File: config.mk
export PLATFORM = sky130hd
export DESIGN_NAME = axi_master_ofm
export DESIGN_NICKNAME = d
export VERILOG_FILES = /design/src/rtl/axi_master_ofm_pkg.sv /design/src/rtl/axi_master_ofm_prefetch_fifo.sv /design/src/rtl/axi_master_ofm.sv
export SDC_FILE = /design/constraint.sdc
export NUM_CORES = 1
export LEC_CHECK = 0
export CAP_MARGIN = 25
export CORE_UTILIZATION = 53
export DETAILED_ROUTE_END_ITERATION = 6
export PLACE_DENSITY_LB_ADDON = 0.3
export SLEW_MARGIN = 0
export SYNTH_ARGS = -nofsm -noshare
export SYNTH_HDL_FRONTEND = slang
export SYNTH_SLANG_ARGS = --single-unit
File: constraint.sdc
create_clock -name clk -period 25.3 [get_ports clk]
set_input_delay 5.06 -clock clk [delete_from_list [all_inputs] [get_ports clk]]
set_output_delay 5.06 -clock clk [all_outputs]
set_load 0.01 [all_outputs]
File: src/rtl/axi_master_ofm_pkg.sv
// Shared definitions for the OFM write-burst master: FSM state encoding,
// AXI burst/response constants and the prefetch FIFO depth.
package axi_master_ofm_pkg;

    typedef enum logic [2:0] {
        ST_IDLE,
        ST_ADDR,
        ST_DATA,
        ST_RESP,
        ST_DONE
    } state_e;

    localparam logic [1:0]  AXI_BURST_INCR = 2'b01;
    localparam logic [1:0]  AXI_RESP_OKAY  = 2'b00;
    localparam int unsigned FIFO_DEPTH     = 2;

    // AXI AxSIZE encoding for a beat of the given number of bytes.
    function automatic logic [2:0] axi_size(input int unsigned bytes);
        return 3'($clog2(bytes));
    endfunction

endpackage

File: src/rtl/axi_master_ofm_prefetch_fifo.sv
// Two-entry synchronous FIFO holding OFM buffer words ahead of the AXI
// write-data channel. Push and pop may happen in the same cycle; the
// caller guarantees it never pushes into a full FIFO.
module ofm_prefetch_fifo
    import axi_master_ofm_pkg::*;
#(
    parameter int unsigned DATA_W = 128
) (
    input  logic              clk,
    input  logic              rst,
    input  logic              push_i,
    input  logic [DATA_W-1:0] data_i,
    input  logic              pop_i,
    output logic [DATA_W-1:0] data_o,
    output logic [1:0]        count_o
);

    logic [DATA_W-1:0] mem_q [FIFO_DEPTH];
    logic              wr_ptr_q;
    logic              rd_ptr_q;
    logic [1:0]        count_q;

    // Storage, ring pointers and occupancy tracking.
    always_ff @(posedge clk or posedge rst) begin
        if (rst) begin
            for (int unsigned i = 0; i < FIFO_DEPTH; i++) begin
                mem_q[i] <= '0;
            end
            wr_ptr_q <= 1'b0;
            rd_ptr_q <= 1'b0;
            count_q  <= '0;
        end else begin
            if (push_i) begin
                mem_q[wr_ptr_q] <= data_i;
                wr_ptr_q        <= ~wr_ptr_q;
            end
            if (pop_i) begin
                rd_ptr_q <= ~rd_ptr_q;
            end
            count_q <= count_q + {1'b0, push_i} - {1'b0, pop_i};
        end
    end

    assign data_o  = mem_q[rd_ptr_q];
    assign count_o = count_q;

endmodule

File: src/rtl/axi_master_ofm.sv
// AXI4 write-burst master draining the OFM buffer to external memory.
// One start_write issues a single INCR burst of BURST_LEN beats read from
// buffer addresses 0..BURST_LEN-1, waits for the write response and
// pulses done.
// Optional feature macro: AXI_MASTER_OFM_BRESP_CHECK_EN -- when defined,
// a non-OKAY bresp sets the sticky err flag; otherwise err is tied low.
module axi_master_ofm
    import axi_master_ofm_pkg::*;
#(
    parameter int unsigned AXI_ADDR_W = 32,
    parameter int unsigned AXI_DATA_W = 128,
    parameter int unsigned BUF_ADDR_W = 10,
    parameter int unsigned BURST_LEN  = 128
) (
    input  logic                    clk,
    input  logic                    rst,
    input  logic                    start_write,
    input  logic [AXI_ADDR_W-1:0]   base_addr,
    output logic                    done,
    output logic                    err,
    output logic [AXI_ADDR_W-1:0]   awaddr,
    output logic [7:0]              awlen,
    output logic [2:0]              awsize,
    output logic [1:0]              awburst,
    output logic                    awvalid,
    input  logic                    awready,
    output logic [AXI_DATA_W-1:0]   wdata,
    output logic [AXI_DATA_W/8-1:0] wstrb,
    output logic                    wlast,
    output logic                    wvalid,
    input  logic                    wready,
    input  logic [1:0]              bresp,
    input  logic                    bvalid,
    output logic                    bready,
    output logic                    rd_en,
    output logic [BUF_ADDR_W-1:0]   rd_addr,
    input  logic [AXI_DATA_W-1:0]   rd_data
);

    localparam int unsigned STRB_W     = AXI_DATA_W / 8;
    localparam logic [8:0]  BURST_CNT  = 9'(BURST_LEN);
    localparam logic [8:0]  LAST_BEAT  = 9'(BURST_LEN - 1);
    localparam logic [7:0]  AWLEN_VAL  = 8'(BURST_LEN - 1);
    localparam logic [2:0]  AWSIZE_VAL = axi_size(STRB_W);

    state_e                  state_q;
    logic [AXI_ADDR_W-1:0]   awaddr_q;
    logic [7:0]              awlen_q;
    logic [2:0]              awsize_q;
    logic [1:0]              awburst_q;
    logic                    awvalid_q;
    logic                    bready_q;
    logic                    done_q;

    logic [8:0]              issued_q;
    logic [8:0]              beat_q;
    logic [BUF_ADDR_W-1:0]   rd_addr_q;
    logic                    rd_en_q;
    logic                    rd_en_d;

    logic [AXI_DATA_W-1:0]   fifo_head;
    logic [1:0]              fifo_count;
    logic                    w_fire;

`ifdef AXI_MASTER_OFM_BRESP_CHECK_EN
    logic err_q;
    assign err = err_q;
`else
    logic unused_bresp;
    assign unused_bresp = ^bresp;
    assign err          = 1'b0;
`endif

    // Write-data channel is driven straight from the FIFO head.
    assign wvalid  = (state_q == ST_DATA) && (fifo_count != 2'd0);
    assign wdata   = fifo_head;
    assign wstrb   = {STRB_W{wvalid}};
    assign wlast   = wvalid && (beat_q == LAST_BEAT);
    assign w_fire  = wvalid && wready;

    assign awaddr  = awaddr_q;
    assign awlen   = awlen_q;
    assign awsize  = awsize_q;
    assign awburst = awburst_q;
    assign awvalid = awvalid_q;
    assign bready  = bready_q;
    assign done    = done_q;
    assign rd_en   = rd_en_d;
    assign rd_addr = rd_addr_q;

    // Issue a buffer read while reads remain and the word will have a FIFO
    // slot: occupancy plus the read already in flight, less this cycle's pop.
    always_comb begin
        rd_en_d = 1'b0;
        if ((state_q == ST_ADDR || state_q == ST_DATA) && (issued_q < BURST_CNT)) begin
            rd_en_d = ({1'b0, fifo_count} + {2'b00, rd_en_q}) < (3'd2 + {2'b00, w_fire});
        end
    end

    // Burst control FSM with registered AW/B channel outputs and status.
    always_ff @(posedge clk or posedge rst) begin
        if (rst) begin
            state_q   <= ST_IDLE;
            awaddr_q  <= '0;
            awlen_q   <= '0;
            awsize_q  <= '0;
            awburst_q <= '0;
            awvalid_q <= 1'b0;
            bready_q  <= 1'b0;
            done_q    <= 1'b0;
`ifdef AXI_MASTER_OFM_BRESP_CHECK_EN
            err_q     <= 1'b0;
`endif
        end else begin
            done_q <= 1'b0;
            unique case (state_q)
                ST_IDLE: begin
                    if (start_write) begin
                        awaddr_q  <= base_addr;
                        awlen_q   <= AWLEN_VAL;
                        awsize_q  <= AWSIZE_VAL;
                        awburst_q <= AXI_BURST_INCR;
                        awvalid_q <= 1'b1;
                        state_q   <= ST_ADDR;
`ifdef AXI_MASTER_OFM_BRESP_CHECK_EN
                        err_q     <= 1'b0;
`endif
                    end
                end
                ST_ADDR: begin
                    if (awvalid_q && awready) begin
                        awvalid_q <= 1'b0;
                        state_q   <= ST_DATA;
                    end
                end
                ST_DATA: begin
                    if (w_fire && wlast) begin
                        bready_q <= 1'b1;
                        state_q  <= ST_RESP;
                    end
                end
                ST_RESP: begin
                    if (bvalid) begin
                        bready_q <= 1'b0;
                        done_q   <= 1'b1;
                        state_q  <= ST_DONE;
`ifdef AXI_MASTER_OFM_BRESP_CHECK_EN
                        if (bresp != AXI_RESP_OKAY) begin
                            err_q <= 1'b1;
                        end
`endif
                    end
                end
                ST_DONE: begin
                    state_q <= ST_IDLE;
                end
                default: begin
                    state_q <= ST_IDLE;
                end
            endcase
        end
    end

    // Read pointer, issued-read and beat counters; cleared while idle.
    always_ff @(posedge clk or posedge rst) begin
        if (rst) begin
            issued_q  <= '0;
            beat_q    <= '0;
            rd_addr_q <= '0;
            rd_en_q   <= 1'b0;
        end else begin
            rd_en_q <= rd_en_d;
            if (state_q == ST_IDLE) begin
                issued_q  <= '0;
                beat_q    <= '0;
                rd_addr_q <= '0;
            end else begin
                if (rd_en_d) begin
                    issued_q  <= issued_q + 9'd1;
                    rd_addr_q <= rd_addr_q + BUF_ADDR_W'(1);
                end
                if (w_fire) begin
                    beat_q <= beat_q + 9'd1;
                end
            end
        end
    end

    ofm_prefetch_fifo #(
        .DATA_W (AXI_DATA_W)
    ) u_fifo (
        .clk     (clk),
        .rst     (rst),
        .push_i  (rd_en_q),
        .data_i  (rd_data),
        .pop_i   (w_fire),
        .data_o  (fifo_head),
        .count_o (fifo_count)
    );

endmodule

* Word level (Yosys, flattened, before mapping)
Index checks and enable logic that the tools add are counted.
Cells by class: add/sub/neg operators 7, order comparisons 5, equality and inequality tests 8, multiplexer cells 26, bitwise operators 4, reduce and logical (&&, ||, !) cells 18
Operators with widths (count):
- two-way mux 128 bit | 4
- bitwise mux 256 bit | 1
- demux 128 bit (select 1 bit) | 1
- two-way mux 9 bit | 4
- two-way mux 10 bit | 2
- adder 9 x 1 -> 9 bit (second input constant) | 2
- two-way mux 3 bit | 4
- one-hot mux 3 bit (4 select lines) | 1
- adder 10 x 1 -> 10 bit (second input constant) | 1
- nonzero test 2 bit | 5
- equality test 9 x 7 -> 1 bit (second input constant) | 1
- < comparator 9 x 8 -> 1 bit (second input constant) | 1
- logical AND 1 bit | 7
- two-way mux 1 bit | 7
- equality test 3 x 2 -> 1 bit (second input constant) | 2
- AND reduction 3 bit | 2
- >= comparator 2 bit (second input constant) | 2
- != test 2 x 1 -> 1 bit (second input constant) | 2
- != test 2 bit (second input constant) | 2
- NOT 1 -> 2 bit | 2
- one-hot mux 1 bit (2 select lines) | 2
- AND reduction 4 bit | 1
- adder 2 x 1 -> 3 bit | 1
- adder 2 x 1 -> 3 bit (first input constant) | 1
- 9 further kinds | 10
Storage, ports and cells: register bits 329, input bits 168, output and inout bits 206, logic and storage cells 84

* Longest topological paths before layout
depth after elaboration 8, mapped depth 9, mapped depth without buffers 8

* Cells and area by module
From an unflattened synthesis, not the netlist that was laid out.
Unflattened totals: cells, all modules 991, area, all modules 15596.2 um^2
By module, submodules not included:
- ofm_prefetch_fifo | times used 1, cells each 697, area an instance 12263.0 um^2, seq. area each 6506.2 um^2
- axi_master_ofm | times used 1, cells each 294, area an instance 3333.2 um^2, seq. area each 1701.6 um^2

* Worst setup path before layout
OpenSTA, ideal clock, no wires.
path kind in2out, start input port wready, end output port rd_en, arrival time 5.746 ns, required time 20.240 ns, path slack 14.494 ns, stages on the path 4, path buffers 0, cell sequence nand2b_1 o31ai_2 nand2_1 inv_2
Between the ends: longest elaborated chain between the ends 4
Ends and longest elaborated chain:
- start: declaration | line axi_master_ofm.sv:31 | input logic wready,
- logical AND 1 bit | line axi_master_ofm.sv:79 | assign w_fire = wvalid && wready;
- adder 2 x 1 -> 3 bit | line axi_master_ofm.sv:96 | rd_en_d = ({1'b0, fifo_count} + {2'b00, rd_en_q}) < (3'd2 + {2'b00, w_fire});
- < comparator 3 bit | line axi_master_ofm.sv:96
- two-way mux 1 bit | line axi_master_ofm.sv:95 | if ((state_q == ST_ADDR || state_q == ST_DATA) && (issued_q < BURST_CNT)) begin
- end: declaration | line axi_master_ofm.sv:35 | output logic rd_en,
No other way between the ends.

* Final worst setup path
Same ends and word-level chain as after synthesis.

==> flow_metrics.py <==
metrics = {
    "synth": {
        "synthFlopType": "dfrtp_1",
        "syn-cell-area_sq_mm": 0.0144,
        "synth_top_area_share_pct": 57.1,
        "yosysSeqAreaShare_pct": 57.1,
        "synth_edf_count": 0,
        "synthTopCellsByArea": "dfrtp_1 57%, mux2_2 31%, buf_4 1.6%",
        "syn_inst": 986,
        "synth.most_common_cell": "mux2_2",
        "synthArstFlopShare_pct": 100,
        "synth_cell_types": 50,
        "ys_ff_latch": 328,
        "ys_warn_count": 0,
        "ys_top_cells_by_count": "397 x mux2_2, 328 x dfrtp_1, 31 x buf_4, 31 x clkbuf_1, 22 x nand2_1",
        "synth_area_per_cell_sq_um": 14.6,
        "yosys.area.top_type": "dfrtp_1",
    },
    "place": {
        "place_congestion": 0.798,
        "placedCellCount": 1618,
        "dp_hpwl_mm": 21.2,
        "portBuffers": 366,
        "dpl_cell_area_sq_mm": 0.0181,
    },
    "worst_setup_path": {
        "crit_path_start_kind": "input port",
        "slowest_stage": "clkdlybuf4s50_1",
        "max_stage_delay_ns": 0.56,
        "path_common_cell": "clkdlybuf4s50_1",
        "worstSetupPathType": "input port to output pin",
        "crit_path_end_kind": "output pin",
        "critPathRequiredTime_ns": 20.24,
        "arrival_ns": 7.07,
        "path_buf_inv": 3,
        "worst-path-max-fanout": 7,
        "worstPathCellList": "clkdlybuf4s50_1, nand2b_1, o31ai_2, nand2_1, inv_2, clkdlybuf4s50_1",
        "path_delay_family": "buffers and inverters",
    },
    "routing": {
        "drt_iter0_drc": 316,
        "drt-pass1-iter-count": 4,
        "drc": 0,
        "routed_wl_mm": 31.8,
        "vias": 9211,
        "ant_nets": 0,
        "via_per_inst": 5.47,
        "wl_per_cell_um": 18.9,
    },
    "layout": {
        "layout.cells.non_filler": 1683,
        "drive_gt1_share_pct": 35.4,
        "multiInputGateArea_sq_mm": 0.00571,
        "area_delta_synth_final_pct": 34.2,
        "final_area_sq_mm": 0.0193,
        "fill_cells": 1707,
        "seqCellArea_sq_mm": 0.00821,
        "final_util_pct": 73.2,
        "final_nets": 1497,
    },
    "floorplan": {
        "die_y_um": 167,
        "initial_core_util_pct": 54.6,
        "io_pins": 374,
        "core_area_sq_mm": 0.0264,
        "die_w_um": 167,
        "fp-row-count": 59,
        "die-area_sq_mm": 0.0278,
    },
    "global_route": {
        "antenna_found_initial": 3,
        "track_usage_pct": 23.1,
        "grt_pass1_vias": 9710,
        "grt-ovfl-total": 0,
        "grt_max_degree": 107,
        "grt_pass1_wl_mm": 51.5,
    },
    "pwr": {
        "total_power_mw": 2.62,
        "leakage_nw": 8.01,
        "p_per_area_mw_per_mm2": 136,
        "peakVddDrop_mv": 0.0822,
    },
    "timing": {
        "hold_viol": 0,
        "setup-tns-final_ns": 0,
        "setup_violations": 0,
        "slew_violations": 0,
        "worst_pin_slew_ns": 1.05,
        "worst_clock_skew_ns": 0.0116,
        "max_freq_ghz": 0.0824,
        "grt_setup_unrepaired": "no",
        "period_minus_slack_ns": 12.13,
        "fin_crit_sh_pct": 47.9,
        "slew_headroom_pct": 29.5,
    },
    "clock_tree": {
        "cts_resized": 0,
        "numClockSinks": 328,
        "numCtsBuffers": 35,
        "cts_hold_buf": 0,
        "clockBufferDepth": 3,
        "clock_latency_ns": 0.50,
        "h-tree-depth": 2,
        "root_buffer": "clkbuf_16",
        "cts_setup_buffers": 0,
        "path_clk_slew_ns": 0.06,
        "cts_tree": "yes",
    },
    "outcome": {
        "status": "completed",
    },
    "job": {
        "max-cap-violations": 0,
    },
    "worst_hold_path": {
        "hp-class": "flop to flop",
    },
}
per-layer routing:
metal  track usage, %  vias up  share of wire [%]
met5                0        -              0.031
met4             8.21        2                3.1
met3             6.49       64                6.9
met2             38.5      261                 49
met1             28.8     4690                 41
li1                 -     4194                  -
report_power, final:
part           internal, mW  switching, mW  total (mW)
Clock                 0.290          0.200       0.490
Sequential            0.778          0.139       0.917
Combinational         0.739          0.472        1.21
worst paths after layout:
path,from,to,slack [ns],cells past startpoint
worst max-delay path,wready,rd_en,13.17,6
worst min-delay path,issued_q[6],issued_q[6],0.47,1
worst max register to register,rd_en_q,u_fifo.mem_q[99],22.43,4
worst min register to register,issued_q[6],issued_q[6],0.47,1
max in group asynchronous,rst,u_fifo.mem_q[218],18.90,3
min in group asynchronous,rst,awaddr[22],5.09,2
sequential cells by signal, summed over array words and instances (netlist names):
| register | flops |
|---|---|
| awaddr | 32 |
| awburst | 1 |
| awvalid | 1 |
| beat_q | 9 |
| bready | 1 |
| done | 1 |
| issued_q | 9 |
| rd_addr | 10 |
| rd_en_q | 1 |
| state_q | 3 |
| u_fifo.count_o | 2 |
| u_fifo.mem_q | 256 |
| u_fifo.rd_ptr_q | 1 |
| u_fifo.wr_ptr_q | 1 |
per-stage QoR:
| stage | setup WS (ns) | hold slack [ns] |
|---|---|---|
| final | 13.17 | 0.473 |
| after global routing | 13.08 | 0.496 |
| after CTS | 13.19 | 0.476 |
| after detailed placement | 13.18 | 0.471 |
| after global placement | 13.20 | 0.462 |
| after floorplan | 11.16 | 0.440 |
worst register-to-register path, cell delays in order (launching register included):
cell	delay (ns)
dfrtp_1	0.49
nand2_4	0.50
buf_4	0.65
buf_4	0.67
mux2_2	0.44
cells in the final DEF, fill, tap and decap left out, types with 4 or more instances in the layout:
master,Yosys,layout
a21oi_1,12,12
nand3_1,10,10
o31ai_1,10,10
mux2_2,397,397
clkinv_2,0,7
mux2_1,19,19
clkbuf_16,0,37
mux2i_1,6,6
o21ai_1,4,4
nor2_1,10,10
ha_1,7,7
xnor2_1,5,5
conb_1,1,5
clkbuf_1,31,7
inv_1,8,7
nand4_1,5,5
dfrtp_1,328,327
or4_1,8,8
clkbuf_8,0,8
nand2_1,22,21
and3_1,5,5
buf_4,31,10
clkdlybuf4s50_1,0,366
cells by family (layout without fill, tap and decap cells):
family,after synthesis,after routing,synth area share [%]
xor+xnor,8,8,0.487
fa+ha+maj,7,7,0.609
other cells,1,7,0.0261
flops,328,328,57.1
buf+inv,92,448,3.41
mux,422,422,33.0
compound gates,45,45,2.24
simple gates,83,83,3.18
area by class of cell:
type / count / area share, %
clock inverter: 9 / 0.259
clock buffer: 52 / 5.50
antenna: 2 / 0.0259
timing repair buffer: 378 / 19.7
sequential: 328 / 42.6
tap: 335 / 2.17
multi-input combinational: 570 / 29.6
inverter: 9 / 0.214
(Power assumes the default switching activity.)
